[src/rtl/mem_axi4_arbiter_pkg.sv]
// Shared types and helpers for the two-requester AXI4 arbiter.
package mem_axi4_arbiter_pkg;

  localparam int REQ_IDX_BITS = 1;

  typedef enum logic [1:0] {
    W_IDLE = 2'd0,
    W_ADDR = 2'd1,
    W_DATA = 2'd2
  } w_state_e;

  // Two contenders go to the pointer; a lone requester always wins.
  function automatic logic [REQ_IDX_BITS-1:0] rr_pick(input logic [1:0] valid,
                                                      input logic [REQ_IDX_BITS-1:0] ptr);
    if (valid[0] && valid[1]) return ptr;
    return valid[1];
  endfunction

endpackage

[src/rtl/rr_arb2.sv]
// Two-way round-robin picker; lock forces the grant to a held index.
module rr_arb2
  import mem_axi4_arbiter_pkg::*;
(
  input  logic                    clock,
  input  logic                    reset,
  input  logic [1:0]              valid,
  input  logic                    lock,
  input  logic [REQ_IDX_BITS-1:0] lock_idx,
  input  logic                    accept,
  output logic [REQ_IDX_BITS-1:0] grant
);

  logic [REQ_IDX_BITS-1:0] ptr;

  assign grant = lock ? lock_idx : rr_pick(valid, ptr);

  // NOTE: sequential state uses non-blocking assignment so every register samples pre-edge values.
  always_ff @(posedge clock) begin
    if (!reset) begin
      ptr <= '0;
    end else if (accept) begin
      ptr <= ~grant;
    end
  end

endmodule

[src/rtl/mem_axi4_arbiter.sv]
// Arbitrates two AXI4 requesters onto one slave port; the requester index rides in the id MSB.
module mem_axi4_arbiter
  import mem_axi4_arbiter_pkg::*;
#(
  parameter int ADDR_BITS = 34,
  parameter int DATA_BITS = 64,
  parameter int ID_BITS   = 4
) (
  input  logic                    clock,
  input  logic                    reset,

  input  logic                    m0_ar_valid,
  output logic                    m0_ar_ready,
  input  logic [ADDR_BITS-1:0]    m0_ar_bits_addr,
  input  logic [ID_BITS-1:0]      m0_ar_bits_id,
  input  logic [2:0]              m0_ar_bits_size,
  input  logic [7:0]              m0_ar_bits_len,
  input  logic                    m0_aw_valid,
  output logic                    m0_aw_ready,
  input  logic [ADDR_BITS-1:0]    m0_aw_bits_addr,
  input  logic [ID_BITS-1:0]      m0_aw_bits_id,
  input  logic [2:0]              m0_aw_bits_size,
  input  logic [7:0]              m0_aw_bits_len,
  input  logic                    m0_w_valid,
  output logic                    m0_w_ready,
  input  logic [DATA_BITS/8-1:0]  m0_w_bits_strb,
  input  logic [DATA_BITS-1:0]    m0_w_bits_data,
  input  logic                    m0_w_bits_last,
  output logic                    m0_r_valid,
  input  logic                    m0_r_ready,
  output logic [1:0]              m0_r_bits_resp,
  output logic [ID_BITS-1:0]      m0_r_bits_id,
  output logic [DATA_BITS-1:0]    m0_r_bits_data,
  output logic                    m0_r_bits_last,
  output logic                    m0_b_valid,
  input  logic                    m0_b_ready,
  output logic [1:0]              m0_b_bits_resp,
  output logic [ID_BITS-1:0]      m0_b_bits_id,

  input  logic                    m1_ar_valid,
  output logic                    m1_ar_ready,
  input  logic [ADDR_BITS-1:0]    m1_ar_bits_addr,
  input  logic [ID_BITS-1:0]      m1_ar_bits_id,
  input  logic [2:0]              m1_ar_bits_size,
  input  logic [7:0]              m1_ar_bits_len,
  input  logic                    m1_aw_valid,
  output logic                    m1_aw_ready,
  input  logic [ADDR_BITS-1:0]    m1_aw_bits_addr,
  input  logic [ID_BITS-1:0]      m1_aw_bits_id,
  input  logic [2:0]              m1_aw_bits_size,
  input  logic [7:0]              m1_aw_bits_len,
  input  logic                    m1_w_valid,
  output logic                    m1_w_ready,
  input  logic [DATA_BITS/8-1:0]  m1_w_bits_strb,
  input  logic [DATA_BITS-1:0]    m1_w_bits_data,
  input  logic                    m1_w_bits_last,
  output logic                    m1_r_valid,
  input  logic                    m1_r_ready,
  output logic [1:0]              m1_r_bits_resp,
  output logic [ID_BITS-1:0]      m1_r_bits_id,
  output logic [DATA_BITS-1:0]    m1_r_bits_data,
  output logic                    m1_r_bits_last,
  output logic                    m1_b_valid,
  input  logic                    m1_b_ready,
  output logic [1:0]              m1_b_bits_resp,
  output logic [ID_BITS-1:0]      m1_b_bits_id,

  output logic                    s_ar_valid,
  input  logic                    s_ar_ready,
  output logic [ADDR_BITS-1:0]    s_ar_bits_addr,
  output logic [ID_BITS:0]        s_ar_bits_id,
  output logic [2:0]              s_ar_bits_size,
  output logic [7:0]              s_ar_bits_len,
  output logic                    s_aw_valid,
  input  logic                    s_aw_ready,
  output logic [ADDR_BITS-1:0]    s_aw_bits_addr,
  output logic [ID_BITS:0]        s_aw_bits_id,
  output logic [2:0]              s_aw_bits_size,
  output logic [7:0]              s_aw_bits_len,
  output logic                    s_w_valid,
  input  logic                    s_w_ready,
  output logic [DATA_BITS/8-1:0]  s_w_bits_strb,
  output logic [DATA_BITS-1:0]    s_w_bits_data,
  output logic                    s_w_bits_last,
  input  logic                    s_r_valid,
  output logic                    s_r_ready,
  input  logic [1:0]              s_r_bits_resp,
  input  logic [ID_BITS:0]        s_r_bits_id,
  input  logic [DATA_BITS-1:0]    s_r_bits_data,
  input  logic                    s_r_bits_last,
  input  logic                    s_b_valid,
  output logic                    s_b_ready,
  input  logic [1:0]              s_b_bits_resp,
  input  logic [ID_BITS:0]        s_b_bits_id
);

  // ---------------- read address ----------------
  logic                    ar_lock;
  logic [REQ_IDX_BITS-1:0] ar_held;
  logic [REQ_IDX_BITS-1:0] ar_grant;

  rr_arb2 u_ar_arb (
    .clock    (clock),
    .reset    (reset),
    .valid    ({m1_ar_valid, m0_ar_valid}),
    .lock     (ar_lock),
    .lock_idx (ar_held),
    .accept   (s_ar_valid && s_ar_ready),
    .grant    (ar_grant)
  );

  // A stalled grant stays put so the slave sees stable ar bits until it accepts.
  always_ff @(posedge clock) begin
    if (!reset) begin
      ar_lock <= 1'b0;
      ar_held <= '0;
    end else begin
      ar_lock <= s_ar_valid && !s_ar_ready;
      ar_held <= ar_grant;
    end
  end

  assign s_ar_valid     = reset && (ar_grant[0] ? m1_ar_valid : m0_ar_valid);
  assign s_ar_bits_addr = ar_grant[0] ? m1_ar_bits_addr : m0_ar_bits_addr;
  assign s_ar_bits_id   = {ar_grant, (ar_grant[0] ? m1_ar_bits_id : m0_ar_bits_id)};
  assign s_ar_bits_size = ar_grant[0] ? m1_ar_bits_size : m0_ar_bits_size;
  assign s_ar_bits_len  = ar_grant[0] ? m1_ar_bits_len : m0_ar_bits_len;
  assign m0_ar_ready    = reset && s_ar_ready && !ar_grant[0];
  assign m1_ar_ready    = reset && s_ar_ready && ar_grant[0];

  // ---------------- write address / data ----------------
  w_state_e                w_state, w_state_d;
  logic [REQ_IDX_BITS-1:0] w_winner, w_winner_d;
  logic [REQ_IDX_BITS-1:0] aw_pick;

  rr_arb2 u_aw_arb (
    .clock    (clock),
    .reset    (reset),
    .valid    ({m1_aw_valid, m0_aw_valid}),
    .lock     (w_state != W_IDLE),
    .lock_idx (w_winner),
    .accept   (s_aw_valid && s_aw_ready),
    .grant    (aw_pick)
  );

  always_ff @(posedge clock) begin
    if (!reset) begin
      w_state  <= W_IDLE;
      w_winner <= '0;
    end else begin
      w_state  <= w_state_d;
      w_winner <= w_winner_d;
    end
  end

  assign s_aw_bits_addr = w_winner[0] ? m1_aw_bits_addr : m0_aw_bits_addr;
  assign s_aw_bits_id   = {w_winner, (w_winner[0] ? m1_aw_bits_id : m0_aw_bits_id)};
  assign s_aw_bits_size = w_winner[0] ? m1_aw_bits_size : m0_aw_bits_size;
  assign s_aw_bits_len  = w_winner[0] ? m1_aw_bits_len : m0_aw_bits_len;
  assign s_w_bits_strb  = w_winner[0] ? m1_w_bits_strb : m0_w_bits_strb;
  assign s_w_bits_data  = w_winner[0] ? m1_w_bits_data : m0_w_bits_data;
  assign s_w_bits_last  = w_winner[0] ? m1_w_bits_last : m0_w_bits_last;

  // NOTE: every signal driven here gets a default first, so no path leaves one unassigned and infers a latch.
  always_comb begin
    w_state_d   = w_state;
    w_winner_d  = w_winner;
    s_aw_valid  = 1'b0;
    s_w_valid   = 1'b0;
    m0_aw_ready = 1'b0;
    m1_aw_ready = 1'b0;
    m0_w_ready  = 1'b0;
    m1_w_ready  = 1'b0;
    if (reset) begin
      unique case (w_state)
        W_IDLE: begin
          if (m0_aw_valid || m1_aw_valid) begin
            w_winner_d = aw_pick;
            w_state_d  = W_ADDR;
          end
        end
        W_ADDR: begin
          s_aw_valid  = w_winner[0] ? m1_aw_valid : m0_aw_valid;
          m0_aw_ready = s_aw_ready && !w_winner[0];
          m1_aw_ready = s_aw_ready && w_winner[0];
          if (s_aw_valid && s_aw_ready) w_state_d = W_DATA;
        end
        W_DATA: begin
          s_w_valid  = w_winner[0] ? m1_w_valid : m0_w_valid;
          m0_w_ready = s_w_ready && !w_winner[0];
          m1_w_ready = s_w_ready && w_winner[0];
          if (s_w_valid && s_w_ready && s_w_bits_last) w_state_d = W_IDLE;
        end
        default: w_state_d = W_IDLE;
      endcase
    end
  end

  // ---------------- responses: steered purely by the returned id MSB ----------------
  logic r_sel, b_sel;
  assign r_sel = s_r_bits_id[ID_BITS];
  assign b_sel = s_b_bits_id[ID_BITS];

  assign m0_r_valid     = reset && s_r_valid && !r_sel;
  assign m1_r_valid     = reset && s_r_valid && r_sel;
  assign s_r_ready      = reset && (r_sel ? m1_r_ready : m0_r_ready);
  assign m0_r_bits_resp = s_r_bits_resp;
  assign m1_r_bits_resp = s_r_bits_resp;
  assign m0_r_bits_id   = s_r_bits_id[ID_BITS-1:0];
  assign m1_r_bits_id   = s_r_bits_id[ID_BITS-1:0];
  assign m0_r_bits_data = s_r_bits_data;
  assign m1_r_bits_data = s_r_bits_data;
  assign m0_r_bits_last = s_r_bits_last;
  assign m1_r_bits_last = s_r_bits_last;

  assign m0_b_valid     = reset && s_b_valid && !b_sel;
  assign m1_b_valid     = reset && s_b_valid && b_sel;
  assign s_b_ready      = reset && (b_sel ? m1_b_ready : m0_b_ready);
  assign m0_b_bits_resp = s_b_bits_resp;
  assign m1_b_bits_resp = s_b_bits_resp;
  assign m0_b_bits_id   = s_b_bits_id[ID_BITS-1:0];
  assign m1_b_bits_id   = s_b_bits_id[ID_BITS-1:0];

endmodule

[config.mk]
export PLATFORM = sky130hd
export DESIGN_NAME = mem_axi4_arbiter
export DESIGN_NICKNAME = d
export VERILOG_FILES = /design/src/rtl/mem_axi4_arbiter_pkg.sv /design/src/rtl/rr_arb2.sv /design/src/rtl/mem_axi4_arbiter.sv
export SDC_FILE = /design/constraint.sdc
export NUM_CORES = 1
export LEC_CHECK = 0
export BUFFER_PORTS_ARGS = -buffer_cell sky130_fd_sc_hd__buf_2
export CORE_AREA = 2 2 303 305
export DETAILED_ROUTE_END_ITERATION = 6
export DIE_AREA = 0 0 305 307
export SLEW_MARGIN = 0
export SYNTH_ARGS = -nofsm -noshare
export SYNTH_HDL_FRONTEND = slang
export SYNTH_SLANG_ARGS = --single-unit
[constraint.sdc]
create_clock -name clock -period 1.3 [get_ports clock]
set_input_delay 0.13 -clock clock [delete_from_list [all_inputs] [get_ports clock]]
set_output_delay 0.13 -clock clock [all_outputs]
set_load 0.1 [all_outputs]
== Yosys cells after proc, flatten, opt, wreduce, memory -nomap -nowiden ==
Index checks and enable logic that the tools add are counted.

* Register bits: 7
* Input port bits: 438
* Output and inout port bits: 342
* Logic and storage cells: 87

* Equality and inequality tests: 5
* Mux-type cells: 40
* Bitwise gates (word level): 2
* Reductions and logical operators: 34

{| class="wikitable"
|+ Operator list
! cell !! number
|-
| two-way mux 34 bit || 2
|-
| two-way mux 64 bit || 1
|-
| two-way mux 1 bit || 26
|-
| logical AND 1 bit || 24
|-
| two-way mux 8 bit || 3
|-
| two-way mux 4 bit || 2
|-
| two-way mux 2 bit || 3
|-
| two-way mux 3 bit || 2
|-
| != test 2 bit, second input constant || 3
|-
| one-hot mux 2 bit (3 select lines) || 1
|-
| zero test 1 bit || 5
|-
| AND reduction 3 bit || 1
|-
| equality test 2 x 1 -> 1 bit, second input constant || 1
|-
| equality test 2 bit, second input constant || 1
|-
| zero test 2 bit || 1
|-
| inverter 1 bit || 2
|-
| AND reduction 2 bit || 1
|-
| nonzero test 2 bit || 1
|-
| logical OR 1 bit || 1
|}

== Logic depth before layout (Yosys ltp) ==
* Word-level depth: 7
* Depth in mapped cells: 4
* Mapped depth without buffers: 3

== By module ==
A second synthesis with hierarchy kept.

* Cell total of the unflattened synthesis: 415
* Area total of the unflattened synthesis: 3718.6 µm²

{| class="wikitable"
|+ Modules (own cells, without submodules)
! module !! instances !! cells an instance !! area an instance (µm²) !! seq. area each (µm²)
|-
| mem_axi4_arbiter || 1 || 401 || 3595.9 || 100.1
|-
| rr_arb2 || 2 || 7 || 61.3 || 20.0
|}

== Worst setup path after synthesis ==
OpenSTA, ideal clock, no wires.

* Kind: register to output
* Start: register w_winner
* End: output s_w_valid
* Arrival time: 2.882 ns
* Required time: 1.170 ns
* Setup slack: -1.712 ns
* Stages on the path, launching flop included: 5
* Path buffers: 2
* Cell sequence: dfxtp_1 -> buf_2 -> buf_2 -> mux2i_1 -> nor3_1

* Word-level cells in the longest chain between the ends: 3

{| class="wikitable"
|+ Ends and longest elaborated chain
! item !! line !! source
|-
| start, declared || mem_axi4_arbiter.sv:133 || <nowiki>logic [REQ_IDX_BITS-1:0] w_winner, w_winner_d;</nowiki>
|-
| start signal, assigned || mem_axi4_arbiter.sv:152 || <nowiki>w_winner <= w_winner_d;</nowiki>
|-
| two-way mux 1 bit || mem_axi4_arbiter.sv:189 || <nowiki>s_w_valid = w_winner[0] ? m1_w_valid : m0_w_valid;</nowiki>
|-
| two-way mux 1 bit || mem_axi4_arbiter.sv:175 || <nowiki>unique case (w_state)</nowiki>
|-
| two-way mux 1 bit || mem_axi4_arbiter.sv:174 || <nowiki>if (reset) begin</nowiki>
|-
| end, declared || mem_axi4_arbiter.sv:80 || <nowiki>output logic s_w_valid,</nowiki>
|}

No other way between the ends.

== Final worst setup path ==
* Start: register ar_lock
* End: output s_ar_bits_len[2]

* Word-level cells in the longest chain between the ends: 2

{| class="wikitable"
|+ Ends and longest elaborated chain
! item !! line !! source
|-
| start, declared || mem_axi4_arbiter.sv:98 || <nowiki>logic ar_lock;</nowiki>
|-
| start signal, assigned || mem_axi4_arbiter.sv:118 || <nowiki>ar_lock <= s_ar_valid && !s_ar_ready;</nowiki>
|-
| two-way mux 1 bit || rr_arb2.sv:16 || <nowiki>assign grant = lock ? lock_idx : rr_pick(valid, ptr);</nowiki>
|-
| two-way mux 8 bit || mem_axi4_arbiter.sv:127 || <nowiki>assign s_ar_bits_len = ar_grant[0] ? m1_ar_bits_len : m0_ar_bits_len;</nowiki>
|-
| end, declared || mem_axi4_arbiter.sv:73 || <nowiki>output logic [7:0] s_ar_bits_len,</nowiki>
|}

No other way between the ends.

==> flow_metrics.py <==
metrics = {
    "timing": {
        "period_needed_ns": 1.89,
        "min_period_over_period": 1.45,
        "fmax_ghz": 0.530,
        "rsz0062_at_grt": "yes",
        "slew_headroom": 0.750,
        "setup_ws_ns": -0.586,
        "finalHoldViolCount": 0,
        "worst_slew_pin_slew_ns": 0.367,
        "fin_skew_ns": 0.000257,
        "slew_viol_final": 0,
        "setup_viol": 186,
    },
    "synth": {
        "ys_seq_area_frac": 0.0378,
        "syn_inst": 410,
        "yosys.cell_types.count": 30,
        "ys_warn_count": 0,
        "synth_fp_nets": 848,
        "synth_area_mm2": 0.00371,
        "ys_seq_elements": 7,
        "syn-mean-instance-area_um2": 9.05,
    },
    "die": {
        "dieArea_mm2": 0.0936,
        "core_mm2": 0.0907,
        "io_pins": 780,
        "start_util": 0.0409,
        "rows": 111,
        "die_h_um": 307,
        "die_w_um": 305,
    },
    "cts": {
        "cts_tree": "done",
        "clk_pin_slew_ns": 0.05,
        "cts-root-buf": "clkbuf_16",
        "hold_buffers": 0,
        "cts.sinks": 7,
        "cts_inserted_buffers": 3,
        "htree_levels": 1,
        "clk_latency_ns": 0.25,
        "cts_buffer_depth": 2,
    },
    "routing": {
        "wirelength_um": 52500,
        "vias": 5037,
        "routed_via_density": 2.45,
        "dr.first_iter.drc_count": 148,
        "ant_nets": 0,
        "drcViolationCount": 0,
        "post_drt_wl_per_cell_um": 25.5,
        "dr.pass1.iters": 4,
    },
    "placement": {
        "dpl.hpwl_um": 48100,
        "routabilityCongestion": 0.779,
        "portBuffers": 548,
        "dp_cells": 2010,
    },
    "critical_path": {
        "path_class": "flop to output port",
        "required_ns": 1.17,
        "arrival_ns": 1.76,
        "critPathCaptureType": "output port",
        "critPathLaunchType": "flop",
        "crit_fanout": 9,
    },
    "pwr": {
        "seqPwrFrac": 0.025,
        "switching_share": 0.579,
        "p_leak_nw": 5.26,
        "p_int_mw": 4.24,
        "irDropWorstVdd_uv": 360,
        "p_clk_frac": 0.060,
        "p_switching_mw": 5.84,
        "combPwrFrac": 0.914,
        "p_per_area_mw_per_mm2": 872,
    },
    "grt": {
        "grt_max_degree": 17,
        "grt_pass1_vias": 5345,
        "grt_overflow_total": 0,
        "antenna_found_initial": 20,
        "grt_use_total": 0.107,
        "grt_pass1_wl_um": 63300,
    },
    "cells_and_area": {
        "multiInputGateArea_mm2": 0.00310,
        "finish.utilization": 0.127,
        "drive_gt1_frac": 0.968,
        "areaGrowthSynthToFinish_pct": 212,
        "fin_cells": 2058,
        "fillCellCount": 10200,
        "nNetsFinal": 1303,
        "seq_area_um2": 150,
    },
    "worst_hold_path": {
        "hold_class": "primary input to flop",
    },
    "run_status": {
        "status": "finished with violations",
        "violations": "negative setup slack",
    },
    "job": {
        "cap_violations": 0,
    },
}
-- synth_stat cells (all sizes together) --
master / number / share of area
inv: 2 / 0.0020
a21oi: 2 / 0.0027
nor3: 5 / 0.0067
mux2: 171 / 0.52
buf: 175 / 0.35
nor3b: 1 / 0.0020
nor2: 7 / 0.0071
and3: 5 / 0.0084
nand3: 1 / 0.0013
o21a: 1 / 0.0020
a21o: 1 / 0.0020
and4: 1 / 0.0024
nand2: 10 / 0.010
o21ai: 2 / 0.0057
o32ai: 1 / 0.0024
nand2b: 3 / 0.0071
clkbuf: 2 / 0.0020
dfxtp: 7 / 0.038
and2: 1 / 0.0017
o31ai: 1 / 0.0020
nor2b: 4 / 0.0074
a22o: 1 / 0.0024
mux2i: 5 / 0.013
a41oi: 1 / 0.0024
-- per-layer routing --
metal	track usage	part of all wire
met5	0	0.00063
met4	0.0210	0.024
met3	0.0412	0.096
met2	0.179	0.47
met1	0.131	0.41
-- kinds of logic after synthesis --
logic type,synth area share
AOI/OAI and AO/OA,0.0216
buffers and inverters,0.354
DFF,0.0378
muxes,0.533
and+or+nand+nor,0.0543
-- registers in the layout, summed over array words and instances (netlist names) --
signal / count
ar_held: 1
ar_lock: 1
u_ar_arb.ptr: 1
u_aw_arb.ptr: 1
w_state: 2
w_winner: 1
-- critical path, stage by stage (launching register included) --
cell and delay, ns:
dfxtp_2 0.32, nand2b_4 0.14, o21ai_4 0.17, buf_12 0.18, buf_16 0.16, mux2_4 0.32
buf_12 0.16
-- path summary, 6_finish.rpt --
kind	to	cells after the start	slack, ns	from
min	w_state[0]$_SDFFE_PN0P_	3	0.21	m1_aw_valid
min reg2reg	u_aw_arb.ptr$_SDFFE_PN0P_	2	0.46	u_aw_arb.ptr$_SDFFE_PN0P_
max reg2reg	w_state[1]$_SDFFE_PN0P_	7	-0.32	w_winner$_SDFFE_PN0P_
max	s_ar_bits_len[2]	6	-0.59	ar_lock$_SDFF_PN0_
-- layout by cell type (no fill, tap or decap), types with 2 or more instances in the layout --
| cell type | count |
|---|---|
| mux2i_4 | 2 |
| mux2i_1 | 2 |
| and3_4 | 2 |
| nand2_1 | 8 |
| mux2_4 | 171 |
| nor3_4 | 4 |
| buf_16 | 5 |
| dfxtp_2 | 5 |
| buf_4 | 19 |
| nor2_1 | 3 |
| nor2b_4 | 4 |
| buf_12 | 206 |
| diode_2 | 8 |
| nand2b_4 | 2 |
| clkbuf_16 | 5 |
| buf_6 | 22 |
| buf_2 | 359 |
| buf_8 | 14 |
| and3_2 | 2 |
| nor2_4 | 4 |
-- repair_timing --
action,CTS,global route
gates resized for setup,215,36
cloned,9,2
setup endpoints to repair,184,187
buffers inserted,22,16
pin swaps,7,3
-- power by group through the flow --
stage	clock, mW	sequential [mW]	combinational [mW]
after floorplan	0	0.252	7.34
after detailed placement	0	0.250	8.57
after global placement	0	0.248	8.56
after CTS	0.655	0.254	9.36
final	0.608	0.255	9.22
after global routing	0.669	0.257	9.53
-- per-stage QoR --
stage	TNS, ns	total power, mW	setup WS (ns)	hold WS, ns	instance area, um^2
floorplan	-13.72	7.60	-0.305	0.209	4450
global placement	-27.03	8.81	-0.363	0.261	10100
detailed placement	-29.43	8.82	-0.408	0.261	10100
CTS	-82.10	10.3	-0.613	0.176	11500
global route	-88.16	10.5	-0.645	0.191	11500
finish	-79.20	10.1	-0.586	0.208	11600
-- final cells by class --
class,count,area share
Multi-Input combinational cell,224,0.268
Inverter,2,0.00130
Tap cell,1186,0.128
Antenna cell,8,0.00173
Clock buffer,4,0.00682
Sequential cell,7,0.0130
Timing Repair Buffer,627,0.580
(Power assumes the default switching activity.)
